--- config.mk ---
export PLATFORM = sky130hd
export DESIGN_NAME = hazard_unit_flat
export DESIGN_NICKNAME = d
export VERILOG_FILES = /design/src/rtl/hazard_unit_if.sv /design/src/rtl/hazard_unit.sv /design/src/flat_wrapper.sv
export SDC_FILE = /design/constraint.sdc
export NUM_CORES = 1
export LEC_CHECK = 0
export ABC_AREA = 0
export CORE_ASPECT_RATIO = 0.6
export CORE_MARGIN = 2
export CORE_UTILIZATION = 47
export DETAILED_ROUTE_END_ITERATION = 8
export HOLD_SLACK_MARGIN = 0.02
export PLACE_DENSITY = 0.78
export SLEW_MARGIN = 15
export SYNTH_ARGS = -nofsm -noshare
export SYNTH_HDL_FRONTEND = slang
export SYNTH_SLANG_ARGS = --single-unit
--- constraint.sdc ---
create_clock -name clk -period 2.45 [get_ports clk]
set_input_delay 0.245 -clock clk [delete_from_list [all_inputs] [get_ports clk]]
set_output_delay 0.245 -clock clk [all_outputs]
set_load 0.05 [all_outputs]
--- src/rtl/hazard_unit_if.sv ---
// ID-stage hazard bundle: decoder-side request fields and the unit's
// stall / forward-select / performance outputs.
interface hazard_unit_if #(
    parameter int unsigned REG_AW = 3,
    parameter int unsigned CNT_W  = 16
);
    logic              id_valid;
    logic [REG_AW-1:0] id_src0;
    logic [REG_AW-1:0] id_src1;
    logic [1:0]        id_src_used;
    logic [REG_AW-1:0] id_dest;
    logic              id_we;
    logic              id_is_load;
    logic              flush;
    logic              stall;
    logic [1:0]        fwd_sel0;
    logic [1:0]        fwd_sel1;
    logic [CNT_W-1:0]  stall_cnt;

    modport master (
        output id_valid, id_src0, id_src1, id_src_used, id_dest, id_we, id_is_load, flush,
        input  stall, fwd_sel0, fwd_sel1, stall_cnt
    );

    modport slave (
        input  id_valid, id_src0, id_src1, id_src_used, id_dest, id_we, id_is_load, flush,
        output stall, fwd_sel0, fwd_sel1, stall_cnt
    );
endinterface

--- src/rtl/hazard_unit.sv ---
// Hazard detection and EX operand forwarding control, tracking in-flight
// destination writes in a shadow EX/MEM/WB pipeline.
module hazard_unit #(
    parameter int unsigned REG_AW    = 3,
    parameter int unsigned FWD_EN    = 1,
    parameter int unsigned RF_BYPASS = 1,
    parameter int unsigned ZERO_REG  = 0,
    parameter int unsigned CNT_W     = 16
) (
    input  logic          clk,
    input  logic          rst,
    hazard_unit_if.slave  hz
);
    localparam logic FWD_ON = (FWD_EN != 0);
    localparam logic BYP_ON = (RF_BYPASS != 0);
    localparam logic ZR_ON  = (ZERO_REG != 0);

    typedef struct packed {
        logic              v;
        logic              we;
        logic              ld;
        logic [REG_AW-1:0] dest;
    } stage_t;

    stage_t           ex_q, mem_q, wb_q, ex_d;
    logic [1:0]       fwd0_q, fwd1_q, fwd0_d, fwd1_d;
    logic [CNT_W-1:0] cnt_q, cnt_d;

    logic [REG_AW-1:0] src [2];
    logic [1:0]        rd, m_ex, m_mem, m_wb, haz;
    logic [1:0]        sel [2];
    logic              stall_c, advance;

    function automatic logic src_match(stage_t st, logic rd_en, logic [REG_AW-1:0] a);
        return rd_en & st.v & st.we & (st.dest == a) & ~(ZR_ON & (a == '0));
    endfunction

    // Per-source matches, hazard decision and youngest-producer select
    always_comb begin
        src[0]  = hz.id_src0;
        src[1]  = hz.id_src1;
        rd      = {2{hz.id_valid}} & hz.id_src_used;
        m_ex    = '0;
        m_mem   = '0;
        m_wb    = '0;
        haz     = '0;
        sel[0]  = 2'd0;
        sel[1]  = 2'd0;
        for (int s = 0; s < 2; s++) begin
            m_ex[s]  = src_match(ex_q,  rd[s], src[s]);
            m_mem[s] = src_match(mem_q, rd[s], src[s]);
            m_wb[s]  = src_match(wb_q,  rd[s], src[s]);
            haz[s]   = (m_ex[s] & ex_q.ld)
                     | (~FWD_ON & (m_ex[s] | m_mem[s]))
                     | (~FWD_ON & ~BYP_ON & m_wb[s]);
            if (FWD_ON) begin
                if (m_ex[s])                 sel[s] = 2'd1;
                else if (m_mem[s])           sel[s] = 2'd2;
                else if (m_wb[s] && !BYP_ON) sel[s] = 2'd3;
            end
        end
        stall_c = ~hz.flush & hz.id_valid & (|haz);
        advance = hz.id_valid & ~stall_c & ~hz.flush;
    end

    // Next EX shadow entry, registered selects and saturating counter
    always_comb begin
        ex_d   = '0;
        fwd0_d = 2'd0;
        fwd1_d = 2'd0;
        cnt_d  = cnt_q;
        if (advance) begin
            ex_d.v    = 1'b1;
            ex_d.we   = hz.id_we;
            ex_d.ld   = hz.id_is_load;
            ex_d.dest = hz.id_dest;
            fwd0_d    = sel[0];
            fwd1_d    = sel[1];
        end
        if (stall_c && (cnt_q != '1)) cnt_d = cnt_q + CNT_W'(1);
    end

    always_ff @(posedge clk) begin
        if (rst) begin
            ex_q   <= '0;
            mem_q  <= '0;
            wb_q   <= '0;
            fwd0_q <= 2'd0;
            fwd1_q <= 2'd0;
            cnt_q  <= '0;
        end else begin
            ex_q   <= ex_d;
            mem_q  <= ex_q;
            wb_q   <= mem_q;
            fwd0_q <= fwd0_d;
            fwd1_q <= fwd1_d;
            cnt_q  <= cnt_d;
        end
    end

    assign hz.stall     = stall_c;
    assign hz.fwd_sel0  = fwd0_q;
    assign hz.fwd_sel1  = fwd1_q;
    assign hz.stall_cnt = cnt_q;
endmodule

--- src/flat_wrapper.sv ---
// flat-port wrapper written by rule: the top's interface ports become plain ports
module hazard_unit_flat 
#(
    parameter int unsigned REG_AW    = 3,
    parameter int unsigned FWD_EN    = 1,
    parameter int unsigned RF_BYPASS = 1,
    parameter int unsigned ZERO_REG  = 0,
    parameter int unsigned CNT_W     = 16
)
  (clk, rst, hz_id_valid, hz_id_src0, hz_id_src1, hz_id_src_used, hz_id_dest, hz_id_we, hz_id_is_load, hz_flush, hz_stall, hz_fwd_sel0, hz_fwd_sel1, hz_stall_cnt);
  hazard_unit_if #(.REG_AW(REG_AW), .CNT_W(CNT_W)) hz_i ();
  input  logic clk;
  input  logic rst;
  input wire logic [$bits(hz_i.id_valid)-1:0] hz_id_valid;
  input wire logic [$bits(hz_i.id_src0)-1:0] hz_id_src0;
  input wire logic [$bits(hz_i.id_src1)-1:0] hz_id_src1;
  input wire logic [$bits(hz_i.id_src_used)-1:0] hz_id_src_used;
  input wire logic [$bits(hz_i.id_dest)-1:0] hz_id_dest;
  input wire logic [$bits(hz_i.id_we)-1:0] hz_id_we;
  input wire logic [$bits(hz_i.id_is_load)-1:0] hz_id_is_load;
  input wire logic [$bits(hz_i.flush)-1:0] hz_flush;
  output wire logic [$bits(hz_i.stall)-1:0] hz_stall;
  output wire logic [$bits(hz_i.fwd_sel0)-1:0] hz_fwd_sel0;
  output wire logic [$bits(hz_i.fwd_sel1)-1:0] hz_fwd_sel1;
  output wire logic [$bits(hz_i.stall_cnt)-1:0] hz_stall_cnt;
  assign hz_i.id_valid = hz_id_valid;
  assign hz_i.id_src0 = hz_id_src0;
  assign hz_i.id_src1 = hz_id_src1;
  assign hz_i.id_src_used = hz_id_src_used;
  assign hz_i.id_dest = hz_id_dest;
  assign hz_i.id_we = hz_id_we;
  assign hz_i.id_is_load = hz_id_is_load;
  assign hz_i.flush = hz_flush;
  assign hz_stall = hz_i.stall;
  assign hz_fwd_sel0 = hz_i.fwd_sel0;
  assign hz_fwd_sel1 = hz_i.fwd_sel1;
  assign hz_stall_cnt = hz_i.stall_cnt;
  hazard_unit #(.REG_AW(REG_AW), .FWD_EN(FWD_EN), .RF_BYPASS(RF_BYPASS), .ZERO_REG(ZERO_REG), .CNT_W(CNT_W)) u_core (.clk(clk), .rst(rst), .hz(hz_i));
endmodule
==> results of run 1 <==
[Yosys cell counts]
cell | number | area share, %
o31a_1 | 1 | 0.63
nor4_1 | 3 | 1.3
nand4b_1 | 1 | 0.63
or2_2 | 1 | 0.45
nand2_1 | 8 | 2.2
a31oi_1 | 1 | 0.45
dfxtp_1 | 31 | 44
or3_1 | 4 | 1.8
or3b_1 | 1 | 0.63
mux2_1 | 1 | 0.81
o21ai_1 | 3 | 1.1
xnor2_1 | 12 | 7.5
nand4_1 | 8 | 3.6
clkbuf_1 | 2 | 0.54
o31ai_1 | 6 | 3.2
or4_1 | 8 | 4.3
and2_1 | 5 | 2.2
nor2_1 | 8 | 2.2
buf_2 | 3 | 1.1
inv_1 | 4 | 1.1
and4_1 | 2 | 1.3
nor3b_1 | 1 | 0.54
a21oi_1 | 10 | 3.6
o21ba_1 | 1 | 0.72
a21o_1 | 1 | 0.54
xor2_1 | 1 | 0.63
and3_1 | 2 | 0.90
nor3_1 | 3 | 1.1
a221o_1 | 1 | 0.72
o21ai_0 | 2 | 0.72
mux2i_1 | 1 | 0.72
nand3_1 | 6 | 2.2
ha_1 | 1 | 0.90
nand2b_1 | 1 | 0.45
nor2b_1 | 9 | 4.0
nand4_2 | 1 | 0.90
[layout make-up]
class,instances,area (um^2)
timing repair buffer,39,395
sequential,31,621
inverter,4,15.0
tap,42,52.6
clock inverter,2,35.0
multi-input combinational,114,737
clock buffer,6,82.6
fill,235,915
[critical path, delay by kind of cell (launching register included)]
| kind | cells | cell delay, ps |
|---|---|---|
| simple gates | 4 | 1320 |
| flops | 1 | 350 |
| compound gates | 1 | 170 |
| fa+ha+maj | 1 | 220 |
[stage by stage]
step | instances | util, % | total power [mW]
6_report | 238 | 67.9 | 1.09
5_1_grt | 238 | 67.9 | 1.13
4_1_cts | 238 | 67.9 | 1.11
3_5_place_dp | 230 | 63.8 | 0.584
3_3_place_gp | 230 | 63.8 | 0.581
2_1_floorplan | 154 | - | 0.547
[state kept, by name, indices dropped and copies added (netlist names)]
register	flops
u_core.mem_q	5
u_core.hz.stall_cnt	16
u_core.ex_q	6
u_core.hz.fwd_sel1	2
u_core.hz.fwd_sel0	2
[final timing paths]
path	from	end	slack, ps	cells after the start
setup / recovery	u_core.hz.stall_cnt[0]$_SDFFE_PP0P_	u_core.hz.stall_cnt[15]$_SDFFE_PP0P_	310	6
hold / removal	u_core.ex_q[5]$_SDFF_PP0_	u_core.mem_q[5]$_SDFF_PP0_	490	1
setup reg to reg	u_core.hz.stall_cnt[0]$_SDFFE_PP0P_	u_core.hz.stall_cnt[15]$_SDFFE_PP0P_	310	6
hold reg to reg	u_core.ex_q[5]$_SDFF_PP0_	u_core.mem_q[5]$_SDFF_PP0_	490	1
[power breakdown]
group	leakage, nW	internal, mW	switching, mW
registers	0.250	0.508	0.00391
clock network	0.0612	0.329	0.192
logic	0.351	0.0369	0.0239
[cell families (layout without fill, tap and decap cells)]
family	after synthesis	in the layout	share of synthesized area (%)
multiplexers	2	2	1.52
adder cells (fa/ha/maj)	1	1	0.897
AND/OR/NAND/NOR	72	72	30.6
XOR/XNOR	13	13	8.16
AO/OA/AOI/OAI	26	26	11.7
flip-flops	31	31	44.5
buffers and inverters	9	51	2.69
[metal layers]
layer | wire [um] | vias up
met4 | 48 | 0
met3 | 170 | 5
met2 | 1480 | 36
met1 | 1560 | 598
met5 | 0 | -
li1 | - | 646
==> results.sh, run 1 <==
export IMPL_wl_um=3260
export IMPL_tightest_slew_ps=504
export IMPL_die_y_um=46.2
export IMPL_tns_ps=0
export IMPL_clkSinkCount=31
export IMPL_diodes=0
export IMPL_cts_tree="done"
export IMPL_grt_setup_unrepaired="no"
export IMPL_worst_path_largest_cell_delay_ps=520
export IMPL_final_common_cell="clkdlybuf4s50_1"
export IMPL_clock_path_buffers=2
export IMPL_final_area_um2=1940
export IMPL_peakVddDrop_mv=0.399
export IMPL_hp_class="flip-flop to flip-flop"
export IMPL_run_status="complete, no violations"
export IMPL_die_w_um=74.3
export IMPL_io_buffers=37
export IMPL_finalSetupViolations=0
export IMPL_arrival_ps=2350
export IMPL_drt_iter0_drc=56
export IMPL_ys_types=36
export IMPL_layout_drive_gt1_share_pct=6.63
export IMPL_period_share_pct=87.2
export IMPL_leakage_nw=0.663
export IMPL_numCtsBuffers=5
export IMPL_ys_seq_area_share_pct=44.5
export IMPL_use_met3_pct=9.19
export IMPL_cp_slowest_cell="or4_1"
export IMPL_ant_nets=0
export IMPL_pre_cts_ws_ps=113
export IMPL_grtUsageMet2_pct=28.4
export IMPL_ys_ff_latch=31
export IMPL_end_kind="flip-flop"
export IMPL_drc=0
export IMPL_grt_pass1_vias=1130
export IMPL_core_area_um2=2850
export IMPL_hold_viol=0
export IMPL_cts_resized=0
export IMPL_start_util_pct=48.9
export IMPL_use_met1_pct=27.0
export IMPL_grt_util_all_layers_pct=20.5
export IMPL_worst_clock_skew_ps=4.86
export IMPL_rows=15
export IMPL_grt_max_degree=25
export IMPL_fmax_mhz=468
export IMPL_post_drt_via_cell_ratio=5.40
export IMPL_h_tree_depth=2
export IMPL_final_nets=213
export IMPL_routed_via_count=1285
export IMPL_min_period_ps=2140
export IMPL_post_drt_wl_per_cell_um=13.7
export IMPL_syn_nets=172
export IMPL_place_congestion=0.773
export IMPL_netlist_instances=154
export IMPL_place_area_um2=1820
export IMPL_detailed_place_hpwl_um=2350
export IMPL_overflow=0
export IMPL_mostFrequentLayoutCells="clkdlybuf4s50_1 (36), dfxtp_1 (31), xnor2_1 (12)"
export IMPL_ctsHoldBuffers=0
export IMPL_clkTransAtPathRegs_ps=70
export IMPL_slew_violations=0
export IMPL_crit_required_ps=2660
export IMPL_ios=38
export IMPL_path_cells="ha_1, nand3_1, nor3_1, or3b_1, or4_1, a21oi_1"
export IMPL_crit_fanout=8
export IMPL_setup_ws_ps=312
export IMPL_dieArea_um2=3430
export IMPL_clockRootBuffer="clkbuf_8"
export IMPL_maxCapViolCount=0
export IMPL_syn_area_um2=1400
export IMPL_avgSynthCellArea_um2=9.06
export IMPL_syn_to_final_growth_pct=38.9
export IMPL_relSlewSlack_pct=66.3
export IMPL_critPathLaunchType="flip-flop"
export IMPL_antenna_found_initial=0
export IMPL_postCtsSetupRepairBufs=0
export IMPL_clk_latency_ps=290
export IMPL_critPathKind="flip-flop to flip-flop"
export IMPL_timing_hold_ws_ps=493
export IMPL_grt_busiest_layer="met2"
export IMPL_firstDrtPassIters=4
export IMPL_grt_pass1_wl_um=5030
export IMPL_power_density_nw_per_um2=564
export IMPL_synth_warnings=0
Note: power is estimated with default switching activity, not from simulation.
==> run 2: changes to the inputs <==
- ABC_AREA: 0 -> 1
- CORE_UTILIZATION: 47 -> 50
- PLACE_DENSITY: 0.78 -> 0.79
- REMOVE_ABC_BUFFERS: not set -> 1
==> run 2 against run 1 <==
Net effect: utilization up 0.35 points; sequential power about the same; register-to-register slack better by 230 ps; setup slack better by 52 ps; first-iteration DRC count up 140%; clock skew down 0.73 ps; worst hold slack worse by 54 ps; power down 10%; combinational power up 22%; clock-buffer cell count down 1.
==> results.sh, run 2 <==
export IMPL_run_status="complete, no violations"
export IMPL_grt_max_degree=22
export IMPL_ys_types=25
export IMPL_clkSinkCount=31
export IMPL_slew_violations=0
export IMPL_synth_async_reset_ratio_pct=0
export IMPL_synth_area_leaders="dfxtp_1 (36%), nand2_1 (15%), nand4_1 (8.4%)"
export IMPL_finalSetupViolations=0
export IMPL_numCtsBuffers=5
export IMPL_routed_via_count=1693
export IMPL_post_drt_wl_per_cell_um=12.3
export IMPL_tns_ps=0
export IMPL_hold_depth=2
export IMPL_ios=38
export IMPL_h_tree_depth=2
export IMPL_synth_top_area_cell="dfxtp_1"
export IMPL_mostFrequentLayoutCells="nand2_1 (68), clkdlybuf4s50_1 (36), nor2_1 (35)"
export IMPL_period_share_pct=85.1
export IMPL_tightest_slew_ps=522
export IMPL_largest_register_ff_count=16
export IMPL_dieArea_um2=3920
export IMPL_min_from="u_core.ex_q[5]$_SDFF_PP0_"
export IMPL_clk_latency_ps=280
export IMPL_ctsHoldBuffers=0
export IMPL_p_clk_share_pct=40.4
export IMPL_rows=16
export IMPL_crit_fanout=4
export IMPL_ys_flop_type="dfxtp_1"
export IMPL_p_sw_share_pct=24.6
export IMPL_fillers=285
export IMPL_hp_class="flip-flop to flip-flop"
export IMPL_yosys_top_cells_count="nand2_1 (68), nor2_1 (35), dfxtp_1 (31), inv_1 (30), nand4_1 (23)"
export IMPL_netlist_instances=252
export IMPL_overflow=0
export IMPL_leakage_nw=0.918
export IMPL_drc=0
export IMPL_finalPower_mw=0.983
export IMPL_p_comb_share_pct=7.6
export IMPL_crit_required_ps=2200
export IMPL_ys_ff_latch=31
export IMPL_synth_top_area_share_pct=36.3
export IMPL_grt_setup_unrepaired="no"
export IMPL_grt_pass1_vias=1426
export IMPL_clockRootBuffer="clkbuf_8"
export IMPL_multi_input_area_um2=928
export IMPL_detailed_place_hpwl_um=3050
export IMPL_switching_power_mw=0.241
export IMPL_layout_drive_gt1_share_pct=9.86
export IMPL_post_drt_via_cell_ratio=4.99
export IMPL_reg2reg_to="u_core.hz.stall_cnt[11]$_SDFFE_PP0P_"
export IMPL_synth_edf_count=0
export IMPL_ys_seq_area_share_pct=36.3
export IMPL_cts_tree="done"
export IMPL_final_nets=311
export IMPL_postCtsSetupRepairBufs=0
export IMPL_ant_nets=0
export IMPL_syn_to_final_growth_pct=30.2
export IMPL_final_common_cell="nand2_1"
export IMPL_r2r_start="u_core.hz.stall_cnt[0]$_SDFFE_PP0P_"
export IMPL_clock_path_buffers=2
export IMPL_relSlewSlack_pct=65.1
export IMPL_drt_iter0_drc=135
export IMPL_grt_util_all_layers_pct=22.9
export IMPL_avgSynthCellArea_um2=6.79
export IMPL_start_util_pct=52.5
export IMPL_grt_pass1_wl_um=6820
export IMPL_regArea_um2=621
export IMPL_power_density_nw_per_um2=441
export IMPL_end_kind="primary output"
export IMPL_clkTransAtPathRegs_ps=70
export IMPL_fmax_mhz=480
export IMPL_io_buffers=37
export IMPL_diodes=0
export IMPL_die_y_um=49.3
export IMPL_die_w_um=79.5
export IMPL_maxCapViolCount=0
export IMPL_min_period_ps=2090
export IMPL_wl_um=4160
export IMPL_r2r_cells=7
export IMPL_core_area_um2=3260
export IMPL_rrSetupSlack_ps=540
export IMPL_syn_area_um2=1710
export IMPL_peakVddDrop_mv=0.277
export IMPL_synth_warnings=0
export IMPL_holdPathEnd="u_core.mem_q[5]$_SDFF_PP0_"
export IMPL_antenna_found_initial=0
export IMPL_arrival_ps=1840
export IMPL_hold_viol=0
export IMPL_worst_clock_skew_ps=4.13
export IMPL_place_congestion=0.885
export IMPL_critPathLaunchType="input pin"
export IMPL_cts_resized=0
export IMPL_timing_hold_ws_ps=439
export IMPL_finish_utilization_pct=68.3
export IMPL_synthMostInstantiatedCell="nand2_1"
export IMPL_p_int_mw=0.742
export IMPL_firstDrtPassIters=4
export IMPL_critPathKind="input pin to primary output"
export IMPL_p_seq_share_pct=52.1
## run 2: kinds of logic (layout without fill, tap and decap cells)
| family | Yosys count | after routing | share of synthesized area [%] |
|---|---|---|---|
| simple gates | 148 | 148 | 40.9 |
| fa+ha+maj | 1 | 1 | 0.731 |
| xor+xnor | 13 | 13 | 6.65 |
| buf+inv | 41 | 83 | 9.50 |
| compound gates | 18 | 18 | 5.92 |
| flops | 31 | 31 | 36.3 |
## run 2: per-stage QoR
| stage | area, um^2 | cells | setup slack, ps |
|---|---|---|---|
| floorplan | 1680 | 246 | 347 |
| global placement | 2140 | 331 | 411 |
| detailed placement | 2140 | 331 | 365 |
| CTS | 2230 | 339 | 357 |
| global route | 2230 | 339 | 227 |
| finish | 2230 | 339 | 365 |
## run 2: routing by layer
metal / vias to the layer above / share of wire, % / global-route usage [%]
li1: 888 / - / -
met5: - / 0 / 0
met2: 58 / 39 / 30.0
met3: 4 / 8.3 / 6.11
met4: 0 / 1.0 / 8.05
met1: 743 / 52 / 35.4
## run 2: area by class of cell
class,instances,share of cell area (%)
clock inverters,3,0.898
clock buffers,5,3.09
well taps,45,2.53
repair buffers,40,18.1
multi-input cells,180,41.7
flip-flops and latches,31,27.8
inverters,35,5.90
## run 2: worst max-delay path: stages
cell and delay, ps:
clkdlybuf4s50_1 550, nand2_1 90, nor2_1 140, inv_1 50
nor2_1 80, nand2_1 60, nand2_1 80, nand2_1 80
nor3_1 280, buf_12 180
## run 2: worst max-delay path by stage
stage                              start  endpoint  slack (ps)  cells past startpoint
2_1_floorplan  u_core.ex_q[0]$_SDFF_PP0_  hz_stall         350                      8
3_3_place_gp                 hz_id_valid  hz_stall         410                     10
3_5_place_dp                 hz_id_valid  hz_stall         360                     10
4_1_cts                      hz_id_valid  hz_stall         360                     10
5_1_grt                      hz_id_valid  hz_stall         230                     10
6_report                     hz_id_valid  hz_stall         360                     10
## run 2: power groups by stage
stage / clock, mW / combinational, mW / sequential [mW]
floorplan: 0 / 0.0276 / 0.522
global placement: 0 / 0.0736 / 0.523
detailed placement: 0 / 0.0736 / 0.523
CTS: 0.404 / 0.0739 / 0.512
global route: 0.433 / 0.0814 / 0.512
finish: 0.397 / 0.0743 / 0.512
